===== config.mk =====
export PLATFORM = sky130hd
export DESIGN_NAME = risc_controller_flat
export DESIGN_NICKNAME = d
export VERILOG_FILES = /design/src/rtl/risc_controller_if.sv /design/src/rtl/risc_controller.sv /design/src/flat_wrapper.sv
export SDC_FILE = /design/constraint.sdc
export NUM_CORES = 1
export LEC_CHECK = 0
export CORE_AREA = 2 2 39 41
export CTS_BUF_LIST = sky130_fd_sc_hd__clkbuf_16
export DETAILED_ROUTE_END_ITERATION = 10
export DIE_AREA = 0 0 41 43
export SLEW_MARGIN = 20
export SYNTH_ARGS = -nofsm -noshare
export SYNTH_HDL_FRONTEND = slang
export SYNTH_SLANG_ARGS = --single-unit

===== constraint.sdc =====
create_clock -name clk -period 1.1 [get_ports clk]
set_input_delay 0.22 -clock clk [delete_from_list [all_inputs] [get_ports clk]]
set_output_delay 0.22 -clock clk [all_outputs]
set_load 0.05 [all_outputs]

===== src/rtl/risc_controller_if.sv =====
// risc_controller_if: control inputs and phase/strobe outputs of the RISC phase sequencer
interface risc_controller_if #(
  parameter int OPC_W   = 3,
  parameter int PHASE_W = 3
);
  logic               en;
  logic [OPC_W-1:0]   opcode;
  logic               zero;
  logic [PHASE_W-1:0] phase;
  logic               sel;
  logic               rd;
  logic               ld_ir;
  logic               inc_pc;
  logic               ld_pc;
  logic               ld_ac;
  logic               wr;
  logic               data_e;
  logic               halt;
  modport master (
    output en, opcode, zero,
    input  phase, sel, rd, ld_ir, inc_pc, ld_pc, ld_ac, wr, data_e, halt
  );
  modport slave (
    input  en, opcode, zero,
    output phase, sel, rd, ld_ir, inc_pc, ld_pc, ld_ac, wr, data_e, halt
  );
endinterface


===== src/rtl/risc_controller.sv =====
// risc_controller: 8-phase instruction sequencer and control decoder for the 8-bit RISC CPU
module risc_controller (
  input  logic               clk,
  input  logic               rst,
  risc_controller_if.slave   bus
);
  typedef enum logic [2:0] {
    INST_ADDR, INST_FETCH, INST_LOAD, IDLE, OP_ADDR, OP_FETCH, ALU_OP, STORE
  } phase_e;
  localparam logic [2:0] HLT = 3'd0, SKZ = 3'd1, ADD = 3'd2, AND = 3'd3;
  localparam logic [2:0] XOR = 3'd4, LDA = 3'd5, STO = 3'd6, JMP = 3'd7;
  phase_e phase_q, phase_d;
  logic   halted_q, halted_d;
  logic   alu_op, stb, lvl;
  // phase and halted state register
  always_ff @(posedge clk) begin
    if (rst) begin
      phase_q  <= INST_ADDR;
      halted_q <= 1'b0;
    end else begin
      phase_q  <= phase_d;
      halted_q <= halted_d;
    end
  end
  // advance one phase per enabled clock; HLT in OP_ADDR latches halted and the phase stops at OP_FETCH
  always_comb begin
    phase_d  = phase_q;
    halted_d = halted_q;
    if (bus.en && !halted_q) begin
      phase_d  = phase_e'(phase_q + 3'd1);
      halted_d = (phase_q == OP_ADDR) && (bus.opcode == HLT);
    end
  end
  // levels follow the phase decode; one-shot strobes are suppressed while stalled, halted or in reset
  always_comb begin
    alu_op     = bus.opcode inside {ADD, AND, XOR, LDA};
    stb        = bus.en && !rst && !halted_q;
    lvl        = !halted_q;
    bus.phase  = phase_q;
    bus.sel    = lvl && (phase_q < OP_ADDR);
    bus.rd     = lvl && ((phase_q inside {INST_FETCH, INST_LOAD, IDLE}) || (phase_q >= OP_FETCH && alu_op));
    bus.ld_ir  = stb && (phase_q inside {INST_LOAD, IDLE});
    bus.inc_pc = stb && (phase_q == OP_ADDR || (phase_q == ALU_OP && bus.opcode == SKZ && bus.zero));
    bus.ld_pc  = stb && bus.opcode == JMP && (phase_q inside {ALU_OP, STORE});
    bus.ld_ac  = stb && alu_op && phase_q == STORE;
    bus.wr     = stb && bus.opcode == STO && phase_q == STORE;
    bus.data_e = lvl && bus.opcode == STO && (phase_q inside {ALU_OP, STORE});
    bus.halt   = halted_q || (phase_q == OP_ADDR && bus.opcode == HLT);
  end
endmodule

===== src/flat_wrapper.sv =====
// flat-port wrapper written by rule: the top's interface ports become plain ports
module risc_controller_flat 
  (clk, rst, bus_en, bus_opcode, bus_zero, bus_phase, bus_sel, bus_rd, bus_ld_ir, bus_inc_pc, bus_ld_pc, bus_ld_ac, bus_wr, bus_data_e, bus_halt);
  risc_controller_if bus_i ();
  input  logic clk;
  input  logic rst;
  input wire logic [$bits(bus_i.en)-1:0] bus_en;
  input wire logic [$bits(bus_i.opcode)-1:0] bus_opcode;
  input wire logic [$bits(bus_i.zero)-1:0] bus_zero;
  output wire logic [$bits(bus_i.phase)-1:0] bus_phase;
  output wire logic [$bits(bus_i.sel)-1:0] bus_sel;
  output wire logic [$bits(bus_i.rd)-1:0] bus_rd;
  output wire logic [$bits(bus_i.ld_ir)-1:0] bus_ld_ir;
  output wire logic [$bits(bus_i.inc_pc)-1:0] bus_inc_pc;
  output wire logic [$bits(bus_i.ld_pc)-1:0] bus_ld_pc;
  output wire logic [$bits(bus_i.ld_ac)-1:0] bus_ld_ac;
  output wire logic [$bits(bus_i.wr)-1:0] bus_wr;
  output wire logic [$bits(bus_i.data_e)-1:0] bus_data_e;
  output wire logic [$bits(bus_i.halt)-1:0] bus_halt;
  assign bus_i.en = bus_en;
  assign bus_i.opcode = bus_opcode;
  assign bus_i.zero = bus_zero;
  assign bus_phase = bus_i.phase;
  assign bus_sel = bus_i.sel;
  assign bus_rd = bus_i.rd;
  assign bus_ld_ir = bus_i.ld_ir;
  assign bus_inc_pc = bus_i.inc_pc;
  assign bus_ld_pc = bus_i.ld_pc;
  assign bus_ld_ac = bus_i.ld_ac;
  assign bus_wr = bus_i.wr;
  assign bus_data_e = bus_i.data_e;
  assign bus_halt = bus_i.halt;
  risc_controller u_core (.clk(clk), .rst(rst), .bus(bus_i));
endmodule

# Word-level counts from Yosys, hierarchy flattened
# Cells that the tools add are included.
totals:
  ff_bits: 4
  input_bits: 7
  output_inout_bits: 12
  elab_cells: 47
op_classes:
  n_addsub: 1
  order_cmp: 2
  eq_ne: 13
  reduce_logical: 29
op_table:
  columns: ["operator", "count"]
  rows:
  - ["== test 3 bit (second input constant)", 7]
  - ["logical AND 1 bit", 19]
  - ["== test 3 x 2 -> 1 bit (second input constant)", 4]
  - ["== test 3 x 1 -> 1 bit (second input constant)", 2]
  - ["nonzero test 2 bit", 2]
  - ["nonzero test 4 bit", 1]
  - ["adder 3 x 1 -> 3 bit (second input constant)", 1]
  - ["greater-or-equal comparator 3 bit (second input constant)", 1]
  - ["logical NOT 3 bit", 1]
  - ["logical OR 1 bit", 3]
  - ["less-than comparator 3 bit (second input constant)", 1]
  - ["nonzero test 3 bit", 1]
  - ["logical NOT 1 bit", 2]

# Logic depth before layout (Yosys ltp)
depth:
  word_depth: 5
  depth_mapped: 5

# Worst setup path after synthesis
# Ideal clock, no wire load.
synth_timing:
  path_type: "reg-to-output"
  start: "reg u_core.phase_q[2], in the netlist u_core.bus.phase[2]"
  end: "out bus_data_e"
  arrival_ps: 2400
  slack_ps: -1520
  path_stages_with_launch: 3
  path_buffers: 0
  cell_sequence: "dfxtp_1 -> nand2_1 -> nor4_1"
synth_between:
  elab_chain_len: 3
  word_cells_on_any_way: 4
synth_rtl:
  columns: ["element", "line", "source"]
  rows:
  - ["start, declared", "risc_controller.sv:12", "phase_e phase_q, phase_d;"]
  - ["start signal, assigned", "risc_controller.sv:21", "phase_q <= phase_d;"]
  - ["== test 3 bit", "risc_controller.sv:47", "bus.data_e = lvl && bus.opcode == STO && (phase_q inside {ALU_OP, STORE});"]
  - ["nonzero test 2 bit *", "risc_controller.sv:47", null]
  - ["logical AND 1 bit *", "risc_controller.sv:47", null]
  - ["end, declared", "flat_wrapper.sv:18", "output wire logic [$bits(bus_i.data_e)-1:0] bus_data_e;"]
# Every way passes the cells marked *; elsewhere a longest branch is shown, timed or not.

# Worst setup path in the final report
layout_timing:
  start: "reg u_core.phase_q[0], in the netlist u_core.bus.phase[0]"
  end: "out bus_rd"
layout_between:
  elab_chain_len: 4
  word_cells_on_any_way: 8
layout_rtl:
  columns: ["element", "line", "source"]
  rows:
  - ["greater-or-equal comparator 3 bit (tied with other cells)", "risc_controller.sv:41", "bus.rd = lvl && ((phase_q inside {INST_FETCH, INST_LOAD, IDLE}) || (phase_q >= OP_FETCH && alu_op));"]
  - ["logical AND 1 bit / nonzero test 3 bit (equally long branches)", "risc_controller.sv:41", null]
  - ["logical OR 1 bit *", "risc_controller.sv:41", null]
  - ["logical AND 1 bit *", "risc_controller.sv:41", null]
  - ["end, declared", "flat_wrapper.sv:12", "output wire logic [$bits(bus_i.rd)-1:0] bus_rd;"]
# Marks and branches as above.

==> flow_metrics.py <==
metrics = {
    "logic_synthesis": {
        "synth.largest_area_cell": "dfxtp_1",
        "synth_fp_nets": 58,
        "yosysSeqAreaShare_pct": 21.7,
        "syn_area_um2": 369,
        "async_flop_share_pct": 0,
        "yosysWarningCount": 0,
        "synthFlopType": "dfxtp_1",
        "yosys-top-cells-area": "dfxtp_1, ha_1, nor2_1",
        "synth_edf_count": 0,
        "ys_types": 21,
        "netlist_instances": 45,
        "synth_area_per_cell_um2": 8.20,
        "synth_top_area_share_pct": 21.7,
        "synth-seq-cells": 4,
    },
    "cells_and_area": {
        "fin_cells": 95,
        "nets": 93,
        "fin_area_um2": 1040,
        "diodes": 0,
        "area_growth_pct": 181,
        "drive_gt1_share_pct": 70.9,
    },
    "die": {
        "core_um2": 1380,
        "dieHeight_um": 43,
        "die-width_um": 41,
        "dieArea_um2": 1760,
        "ios": 19,
        "start_util_pct": 26.7,
        "rows": 14,
    },
    "global_route": {
        "overflow": 0,
        "grt_usage_pct": 18.7,
        "grt_max_degree": 7,
        "grt_antenna_before_repair": 0,
        "grt_first_pass_wirelength_um": 2210,
        "grt_pass1_vias": 487,
    },
    "critical_path": {
        "critical_path_class": "reg2out",
        "required_ns": 0.88,
        "cp-end-kind": "primary output",
        "start_kind": "register",
        "worstPathArrival_ns": 1.30,
        "path_max_fanout": 4,
    },
    "clock_tree": {
        "cts.sinks": 4,
        "h-tree-depth": 1,
        "ctsHoldBuffers": 0,
        "clk_pin_slew_ns": 0.03,
        "cts_tree": "yes",
        "cts_buffers": 3,
        "root_buffer": "clkbuf_16",
        "clock_latency_ns": 0.22,
        "cts.path.max_buffers": 2,
    },
    "placed_design": {
        "dp.cells": 88,
        "port_buffers": 18,
        "dpl-instance-area_um2": 838,
        "dp_hpwl_um": 828,
        "gp_congestion": 0.654,
        "dp_slack_ns": -0.612,
    },
    "power": {
        "powerDensity_nw_per_um2": 1140,
        "power_uw": 1180,
        "vdd_drop_max_uv": 1140,
        "power.leakage_uw": 0.000444,
    },
    "routing": {
        "dr.pass1.iters": 2,
        "routedWlPerCell_um": 13.7,
        "wirelength_um": 1300,
        "ant_nets": 0,
        "via_count": 451,
        "drt_iter0_markers": 2,
        "drc_errors": 0,
        "viasPerCell": 4.75,
    },
    "sta": {
        "rsz0062_at_grt": "true",
        "slew_viol_final": 0,
        "fin_ws_ns": -0.416,
        "skew_ns": 0.00113,
        "fmax_ghz": 0.660,
        "slew_headroom_pct": 81.1,
        "tightest_slew_ns": 0.284,
        "tns_ns": -3.27,
        "finalCritPeriodShare_pct": 138,
        "finalSetupViolations": 13,
        "layout_min_cycle_time_ns": 1.52,
        "finalHoldViolations": 0,
    },
    "worst_hold_path": {
        "hold_path_class": "in2reg",
    },
    "outcome": {
        "violations": "negative setup slack",
        "status": "complete, but fails checks",
    },
    "run": {
        "maxCapViolations": 0,
    },
}
[path summary, 6_finish.rpt]
kind / endpoint / startpoint / slack, ns / cells after the start
setup / recovery: bus_rd / u_core.bus.phase[0] / -0.42 / 5
hold / removal: u_core.halted_q / bus_en / 0.48 / 3
setup reg to reg: u_core.halted_q / u_core.bus.phase[0] / -0.01 / 4
hold reg to reg: u_core.bus.phase[2] / u_core.bus.phase[2] / 0.69 / 3
[synth_stat cells (all sizes together), types with 3 or more instances]
library cell and number:
nor2 7, ha 6, inv 6, nand2 5
dfxtp 4, and3 3
[logic make-up (layout without fill, tap and decap cells)]
logic type	count (synthesis)	in the layout	share of synthesized area [%]
AO/OA/AOI/OAI	7	7	15.3
XOR/XNOR	2	2	4.75
adder cells (fa/ha/maj)	6	6	20.3
buffers and inverters	6	40	6.10
flip-flops	4	4	21.7
multiplexers	1	1	2.71
AND/OR/NAND/NOR	19	19	29.2
[sequential cells by signal (all words and copies together) (netlist names)]
name              flops
u_core.bus.phase      3
u_core.halted_q       1
[what timing repair did]
item,4_1_cts,5_1_grt
setup endpoints to repair,11,13
resized for setup,30,1
pin swaps,12,1
buffers inserted,2,1
[stage by stage]
step / hold slack, ns / utilization, %
final: 0.476 / 75.0
after global routing: 0.519 / 75.0
after CTS: 0.474 / 73.8
after detailed placement: 0.661 / 60.6
after global placement: 0.651 / 60.6
after floorplan: 0.283 / -
[power breakdown]
part | leakage, µW | internal [µW] | total [µW] | switching (µW)
Combinational | 0.000366 | 209 | 420 | 211
Clock | 0.0000423 | 470 | 582 | 112
Sequential | 0.0000353 | 157 | 180 | 22.8
[cell usage in the layout, fill, tap and decap left out, types with 2 or more instances in the layout]
| master | count |
|---|---|
| nand2_1 | 2 |
| buf_12 | 11 |
| nand2_2 | 3 |
| dlygate4sd2_1 | 5 |
| and3_4 | 2 |
| clkbuf_16 | 3 |
| nor2_4 | 2 |
| nor2_1 | 5 |
| buf_4 | 8 |
| ha_4 | 5 |
| inv_1 | 4 |
| buf_6 | 4 |
| inv_2 | 2 |
| dfxtp_4 | 3 |
[layer usage]
metal	wire length, µm	GRT usage (%)	vias to the layer above
met5	0	0	-
met4	0	6.00	0
met3	53	5.24	0
met2	721	32.5	14
met1	522	20.3	211
li1	-	-	226
[area by class of cell]
cell class / instances / area, µm²
multi-input cells: 35 / 428
well taps: 16 / 20.0
inverters: 6 / 25.0
flip-flops and latches: 4 / 92.6
clock buffers: 3 / 75.1
repair buffers: 30 / 394
clock inverters: 1 / 3.75
fillers: 87 / 345
[worst max-delay path, cell delays in order (launching register included)]
cell and delay [ns]:
dfxtp_4 0.38, inv_2 0.06, ha_4 0.17, o21ai_2 0.18, a31oi_4 0.11, buf_12 0.16
(Power assumes the default switching activity.)
